**config.mk**
```make
export PLATFORM = sky130hd
export DESIGN_NAME = memory_address_register
export DESIGN_NICKNAME = d
export VERILOG_FILES = /design/src/rtl/memory_address_register.sv
export SDC_FILE = /design/constraint.sdc
export NUM_CORES = 1
export LEC_CHECK = 0
export CAP_MARGIN = 10
export CORE_AREA = 4 4 74 69
export CTS_BUF_LIST = sky130_fd_sc_hd__clkbuf_16
export CTS_CLUSTER_SIZE = 40
export DETAILED_ROUTE_END_ITERATION = 6
export DIE_AREA = 0 0 78 73
export GPL_ROUTABILITY_DRIVEN = 0
export HOLD_SLACK_MARGIN = 0.12
export PLACE_DENSITY_LB_ADDON = 0.1
export SLEW_MARGIN = 20
export SYNTH_ARGS = -nofsm -noshare
export SYNTH_HDL_FRONTEND = slang
export SYNTH_SLANG_ARGS = --single-unit
export TNS_END_PERCENT = 100
```
**constraint.sdc**
```tcl
create_clock -name clk -period 2.58 [get_ports clk]
set_clock_uncertainty 0.15 [all_clocks]
set_input_delay 0.516 -clock clk [delete_from_list [all_inputs] [get_ports clk]]
set_output_delay 0.516 -clock clk [all_outputs]
set_load 0.02 [all_outputs]
```
**src/rtl/memory_address_register.sv**
```systemverilog
// memory_address_register: 32-bit MAR with load, pixel (+1) and row (+IMG_W) address stepping
module memory_address_register #(
  parameter int DATA_W = 32,
  parameter int ADDR_W = 12,
  parameter int IMG_W  = 64
) (
  input  logic              clk,
  input  logic              rst,
  input  logic              w_en,
  input  logic              inc_en,
  input  logic              row_en,
  input  logic [DATA_W-1:0] data_in,
  output logic [DATA_W-1:0] data_out,
  output logic [ADDR_W-1:0] data_addr,
  output logic              addr_wrap
);
  logic [DATA_W-1:0] mar_q, mar_d;
  logic              wrap_q, wrap_d;
  logic [ADDR_W:0]   sum;
  logic              step;
  // Row step takes precedence over pixel step; the extra bit catches the wrap carry
  always_comb begin
    step   = row_en | inc_en;
    sum    = {1'b0, mar_q[ADDR_W-1:0]} + (row_en ? (ADDR_W+1)'(IMG_W) : (ADDR_W+1)'(1));
    mar_d  = w_en ? data_in : step ? {mar_q[DATA_W-1:ADDR_W], sum[ADDR_W-1:0]} : mar_q;
    wrap_d = !w_en && step && sum[ADDR_W];
  end
  always_ff @(posedge clk) begin
    if (rst) begin
      mar_q  <= '0;
      wrap_q <= 1'b0;
    end else begin
      mar_q  <= mar_d;
      wrap_q <= wrap_d;
    end
  end
  assign data_out  = mar_q;
  assign data_addr = mar_q[ADDR_W-1:0];
  assign addr_wrap = wrap_q;
endmodule

```
==> Flow_metrics.wiki, run 1 <==
{| class="wikitable"
! Metric !! Value
|-
| Final routed wirelength across all metal layers || 4120 um
|-
| Post-layout power || between 1.5 and 2 mW
|-
| Number of detailed-route iterations in the first pass || 4
|-
| Vias after detailed routing || between 1000 and 1500
|-
| Share of the synthesized area in the top cell type || 0.391
|-
| Number of distinct library cells after synthesis || 34
|-
| Post-synthesis instance total || 176
|-
| Hold/Removal Path Class || flip-flop to flip-flop
|-
| Total core area || between 4000 and 5000 um2
|-
| Met3 wire len || roughly 330 um
|-
| Launch instance of the worst min-delay path || data_out[13]
|-
| Seq/Total Area, Yosys || 0.391
|-
| Rel. slew slack || 0.766
|-
| Die Height || roughly 73 um
|-
| Total inserted antenna cells || 0
|-
| Number of antenna violations at the first check in global routing || 0
|-
| Worst-path maximum fanout || 4
|-
| Vias in the first global route || 1390
|-
| VDD IR-drop max || between 500 and 600 uV
|-
| Worst flop-to-flop path startpoint || data_out[0]
|-
| Reg2reg path depth || 5
|-
| Clock tree from TritonCTS || built
|-
| Sequential cell area in the final layout || between 600 and 700 um2
|-
| Cells on Worst Hold Path || 2
|-
| Post-CTS clock slew at the launch and capture registers of the worst setup and hold paths || roughly 0.05 ns
|-
| TNS Setup || 0 ns
|-
| Synthesized area || approximately 1700 um2
|-
| Cts bufs inserted || 5
|-
| Detailed placer's ending HPWL || 3050 um
|-
| Cells after DPL || approximately 300
|-
| Number of max-capacitance violations reported || 0
|-
| Overflow left after global routing || 0
|-
| End point of the most critical hold path || data_out[13]
|-
| Post-synth EDFFs || 0
|-
| Routed via count divided by cell count || 4.76
|-
| Instance area after placement || approximately 2500 um2
|-
| Required time of the worst setup path || about 2.6 ns
|-
| Quantity of hold-fixing buffers added after cts || 0
|-
| Top layer reached by signal wires || met4
|-
| Root buffer cell || clkbuf_16
|-
| CTS HTree Levels || 2
|-
| Area Overhead vs Synth || 55.8%
|-
| Clock net sink count || 33
|-
| Hold Worst Slack || roughly 0.34 ns
|-
| Final Max Tran Viols || 0
|-
| Final net count || slightly below 300
|-
| P per Cell Area || about 590 nW/um2
|-
| Number of design-rule violations left by the first detailed-router iteration || 64
|-
| Effective utilization at floorplan || 0.389
|-
| Filler-free cell count of the finished design || between 300 and 400
|-
| Area of the multi-input gates || ~850 um2
|-
| Bufs on Longest Clock Path || 2
|-
| Net switching power of the design || between 300 and 400 uW
|-
| Critical Path Start Type || input port
|-
| Top-Level Pins || between 80 and 90
|-
| Result of the run || finished, final reports clean
|-
| Endpoints failing setup || 0
|-
| Die width || 78 um
|-
| Setup Fix Bufs, Post-CTS || 0
|-
| Warning count from the yosys run || 0
|-
| Switching portion of total power || 0.246
|-
| Terminus of the critical flop-to-flop path || data_out[10]
|-
| Pin count of the biggest net entering global routing || 17
|-
| Input/output buffers || 81
|-
| Number of synthesized register bits || 33
|-
| Setup repair after global routing missed its margin || no
|-
| Type of the worst setup path || input port to flip-flop
|-
| Rows || 23
|-
| Synthesized area divided by synthesized cell count || roughly 9.6 um2
|-
| Post-route standard cell area excluding fillers || ~2600 um2
|-
| GRT Util Overall || 0.148
|-
| Number of fill cells || around 380
|-
| Post-Synthesis Net Count || 216
|-
| Highest attainable clock frequency || 443 MHz
|-
| Yosys top cell by area || dfxtp_1
|-
| Internal Dissipation || about 1.2 mW
|-
| Setup slack, reg-to-reg || ~0.77 ns
|-
| DRC violations left || 0
|-
| Category of the worst setup path capture point || flip-flop
|-
| Sum of met2 wire segment lengths after detailed routing || 1960 um
|-
| Leading cell type in the layout, fill and taps excluded || clkdlybuf4s50_1
|-
| Post-DRT Antenna Nets || 0
|-
| Full die area || ~5700 um2
|-
| Fraction of synthesis flops using an asynchronous set or reset pin || 0
|-
| M1 wire length || ~1800 um
|-
| Clock insertion delay at the later pin of the skew report || roughly 0.27 ns
|-
| Combinational Power Share || 0.212
|-
| Routed WL per cell || 13.3 um
|-
| Portion of total power attributed to the clock network || 0.416
|-
| Final count of hold timing violations || 0
|-
| Transition time at the pin with the least slew margin || around 0.35 ns
|-
| Power share of the sequential group || 0.371
|-
| First-pass GRT wire length || around 6600 um
|-
| Data arrival time of the critical path || 2.26 ns
|-
| Commonest non-fill, non-tap cells in the layout || clkdlybuf4s50_1, dfxtp_1, nor2_1
|-
| Leakage component of the power || around 1.0 nW
|-
| Most used flip-flop cell after synthesis || dfxtp_1
|-
| Ratio of cells with drive above 1 in the final layout || 0.104
|-
| Number of gates resized after cts || 0
|-
| Top post-synthesis cells by area || dfxtp_1, mux2i_1, buf_4, nor2_1, nor4b_1
|-
| Ratio of final minimum period to clock period || 0.874
|-
| Time the final worst path needs with I/O delays and setup || 2.25 ns
|}
layout make-up:
class	count	share of cell area
multi-input cells	116	0.323
flip-flops and latches	33	0.251
clock buffers	5	0.0475
well taps	62	0.0295
clock inverters	2	0.0133
repair buffers	90	0.332
inverters	3	0.00428
worst max path at each step:
stage | startpoint | endpoint | slack [ns]
2_1_floorplan | row_en | data_out[8] | 0.54
3_3_place_gp | row_en | data_out[8] | 0.09
3_5_place_dp | row_en | data_out[8] | 0.04
4_1_cts | row_en | data_out[8] | 0.32
5_1_grt | row_en | data_out[10] | 0.19
6_report | row_en | data_out[10] | 0.33
power groups by stage:
stage          clock network [mW]  registers (mW)  logic (mW)
6_report                    0.647           0.577       0.329
5_1_grt                     0.687           0.583       0.352
4_1_cts                     0.666           0.577       0.332
3_5_place_dp                    0           0.587       0.331
3_3_place_gp                    0           0.587       0.331
2_1_floorplan                   0           0.622       0.147
through the flow:
stage | util | setup slack [ns]
4_1_cts | 0.606 | 0.324
3_3_place_gp | 0.569 | 0.0909
5_1_grt | 0.606 | 0.187
3_5_place_dp | 0.569 | 0.0417
6_report | 0.606 | 0.325
2_1_floorplan | - | 0.543
per-layer routing:
| metal | track usage | vias up |
|---|---|---|
| met2 | 0.233 | 47 |
| met3 | 0.0642 | 2 |
| met5 | 0 | - |
| met4 | 0.0544 | 0 |
| li1 | - | 761 |
| met1 | 0.180 | 669 |
synthesized netlist by cell type (all sizes together), types with 3 or more instances:
| master | instances |
|---|---|
| nor4b | 7 |
| a311o | 4 |
| nor3 | 3 |
| xnor2 | 5 |
| clkbuf | 3 |
| nor2 | 25 |
| a21o | 3 |
| mux2i | 23 |
| o21ai | 5 |
| a21oi | 9 |
| ha | 3 |
| inv | 3 |
| buf | 21 |
| nand2 | 9 |
| dfxtp | 33 |
| nand4 | 5 |
sequential cells by signal, indices dropped and copies added (netlist names):
register and cells:
data_out 32, addr_wrap 1
kinds of logic after synthesis:
group | Yosys count | share of synthesized area
AND/OR/NAND/NOR | 57 | 0.192
flip-flops | 33 | 0.391
AO/OA/AOI/OAI | 28 | 0.127
buffers and inverters | 27 | 0.106
multiplexers | 23 | 0.136
XOR/XNOR | 5 | 0.0259
adder cells (fa/ha/maj) | 3 | 0.0222
worst max-delay path, stage by stage:
cell             delay, ns
clkdlybuf4s50_1       0.53
inv_1                 0.06
ha_1                  0.22
ha_1                  0.24
a41oi_2               0.27
nor4b_2               0.09
a311o_1               0.33
No activity file was read; power rests on OpenSTA's default activity.
==> inputs of run 2 (changes only) <==
--- a/config.mk
+++ b/config.mk
@@ -18,4 +18,3 @@
 export SYNTH_ARGS = -nofsm -noshare
 export SYNTH_HDL_FRONTEND = slang
 export SYNTH_SLANG_ARGS = --single-unit
-export TNS_END_PERCENT = 100
==> results of run 2 <==
No change in the layout: final DEF, timing and power equal those of run 1.
==> edit: new RTL, config.mk and constraints of run 2 <==
`ADDR_W`: 12 -> 10.
--- a/src/rtl/memory_address_register.sv
+++ b/src/rtl/memory_address_register.sv
@@ -1,7 +1,7 @@
 // memory_address_register: 32-bit MAR with load, pixel (+1) and row (+IMG_W) address stepping
 module memory_address_register #(
   parameter int DATA_W = 32,
-  parameter int ADDR_W = 12,
+  parameter int ADDR_W = 10,
   parameter int IMG_W  = 64
 ) (
   input  logic              clk,
Interface: changed (resized data_addr); port bits go from 82 to 80. The function was not compared with the original's and may differ.
==> edit against run 2 <==
Final area decreased by 8.5%; wire length fell by 6.2%; register-to-register slack worse by 0.12 ns; power fell by 9.8%; synthesized area is 13% lower; critical path depth increased by 1; clock power is 18% lower; sequential cell count unchanged; setup slack lost 0.070 ns; critical path type unchanged; critical endpoint is now data_out[8]$_SDFFE_PP0P_; largest cell class unchanged; largest power group is now registers.
==> edit: results (changes against run 2) <==
Max VDD drop -> 0.3458 mV (-31%)
Final wirelength -> 3864 µm (-6.2%)
First-pass GRT wire length -> 6320 µm (-4.6%)
Mux share of post-synthesis cell area -> 16.95% (+3.3 points)
Seq power -> 0.572 mW (-0.9%)
Status -> finished clean
WL/cell -> 13.14 µm (-0.81%)
Vias in the first global route -> 1383 (-0.50%)
Sequential fraction of the synthesis area -> 44.75% (+5.7 points)
Most common library cells after synthesis -> dfxtp_1, nor2_1, mux2i_1, buf_4, o21ai_0
Routing usage on met3 -> 5.185% (-1.2 points)
Reg2reg end -> data_out[8]$_SDFFE_PP0P_
Largest cells by area after synthesis -> dfxtp_1, mux2i_1, nor2_1
Final nets -> 271 (-6.2%)
Reg2Reg Setup Slack -> 0.65 ns (-0.12 ns)
Clk. pwr -> 0.530 mW (-18%)
Post-Synth Adder-Cell Area -> 2.542% (+0.32 points)
Layout cells sized above 1 -> 6.897% (-3.5 points)
CP peak stage delay -> 0.48 ns (-0.05 ns)
Hold Path End -> data_out[19]$_SDFFE_PP0P_
Synth Area in Compound Gates -> 10.51% (-2.1 points)
Rel. slew slack -> 69.28% (-7.3 points)
Worst EP arrival -> 2.35 ns (+0.09 ns)
Comb. pwr -> 0.298 mW (-9.4%)
Yosys cell types -> 28 (-18%)
Met2 usage -> 23.67% (+0.38 points)
Detailed Place HPWL -> 3081 µm (+0.85%)
Family with the most delay on the worst path -> buffers and inverters
WHS -> 0.3383 ns (+0.001636 ns)
Largest net degree at the start of global routing -> 25 (+8)
Pre-CTS WS -> 0.01435 ns (-0.02734 ns)
Gr usage total -> 13.72% (-1.1 points)
Placed Instance Area -> 0.002275 mm² (-8.0%)
Cells on worst reg2reg path -> 6 (+1)
Clk buf depth -> 2 (unchanged)
Inst Count DP -> 286 (-5.9%)
Routing usage on met1 -> 16.40% (-1.6 points)
Syn. warnings -> 0 (unchanged)
Avg Synthesized Cell Area -> 9.344 µm² (-2.7%)
Worst Hold Launch -> data_out[19]$_SDFFE_PP0P_
P_leak -> 0.9841 nW (-4.7%)
First DRT Iteration DRCs -> 77 (+20%)
Post-Syn Nets -> 198 (-8.3%)
Buffers on Ports -> 79 (-2.5%)
Internal -> 1.053 mW (-10%)
Layout filler cell count -> 379 (+0.26%)
XOR/XNOR Fraction of Synth Area -> 1.780% (-0.81 points)
[edit: cell count changes in the layout (fill, tap and decap cells not counted), moves of 3 or more]
cell,run 2,this run
a21o_1,3,0
a21oi_1,9,2
a311oi_1,0,5
buf_4,9,6
inv_1,3,6
nand4_1,5,0
nor2_1,24,32
nor4b_1,6,0
o21ai_0,5,8
[edit: kinds of logic (layout without fill, tap and decap cells)]
| logic type | count (synthesis) | count (layout) |
|---|---|---|
| flops | 33 | 33 |
| buf+inv | 22 | 96 |
| mux | 25 | 25 |
| xor+xnor | 3 | 3 |
| compound gates | 23 | 23 |
| simple gates | 49 | 49 |
| fa+ha+maj | 3 | 3 |
[edit: worst max-delay path by stage]
| stage | to | cells past startpoint | startpoint | slack, ns |
|---|---|---|---|---|
| 6_report | data_out[8]$_SDFFE_PP0P_ | 8 | row_en | 0.26 |
| 5_1_grt | data_out[8]$_SDFFE_PP0P_ | 8 | row_en | 0.15 |
| 4_1_cts | data_out[8]$_SDFFE_PP0P_ | 8 | row_en | 0.28 |
| 3_5_place_dp | data_out[8]$_SDFFE_PP0P_ | 8 | row_en | 0.01 |
| 3_3_place_gp | data_out[8]$_SDFFE_PP0P_ | 8 | row_en | 0.1 |
| 2_1_floorplan | data_out[8]$_SDFFE_PP0P_ | 8 | row_en | 0.49 |
[edit: per-layer routing]
layer  wire length, µm  share of wire [%]
met1              1679                 43
met2              1885                 49
met3               286                7.4
met4                13               0.34
met5                 0                  0
[edit: cell type report]
cell class / count / area [µm²] / share of cell area, %
well taps: 62 / 77.57 / 3.217
repair buffers: 85 / 835.8 / 34.67
flip-flops and latches: 33 / 660.6 / 27.40
clock inverters: 3 / 11.26 / 0.4670
clock buffers: 5 / 125.1 / 5.189
multi-input cells: 103 / 689.4 / 28.59
inverters: 3 / 11.26 / 0.4670
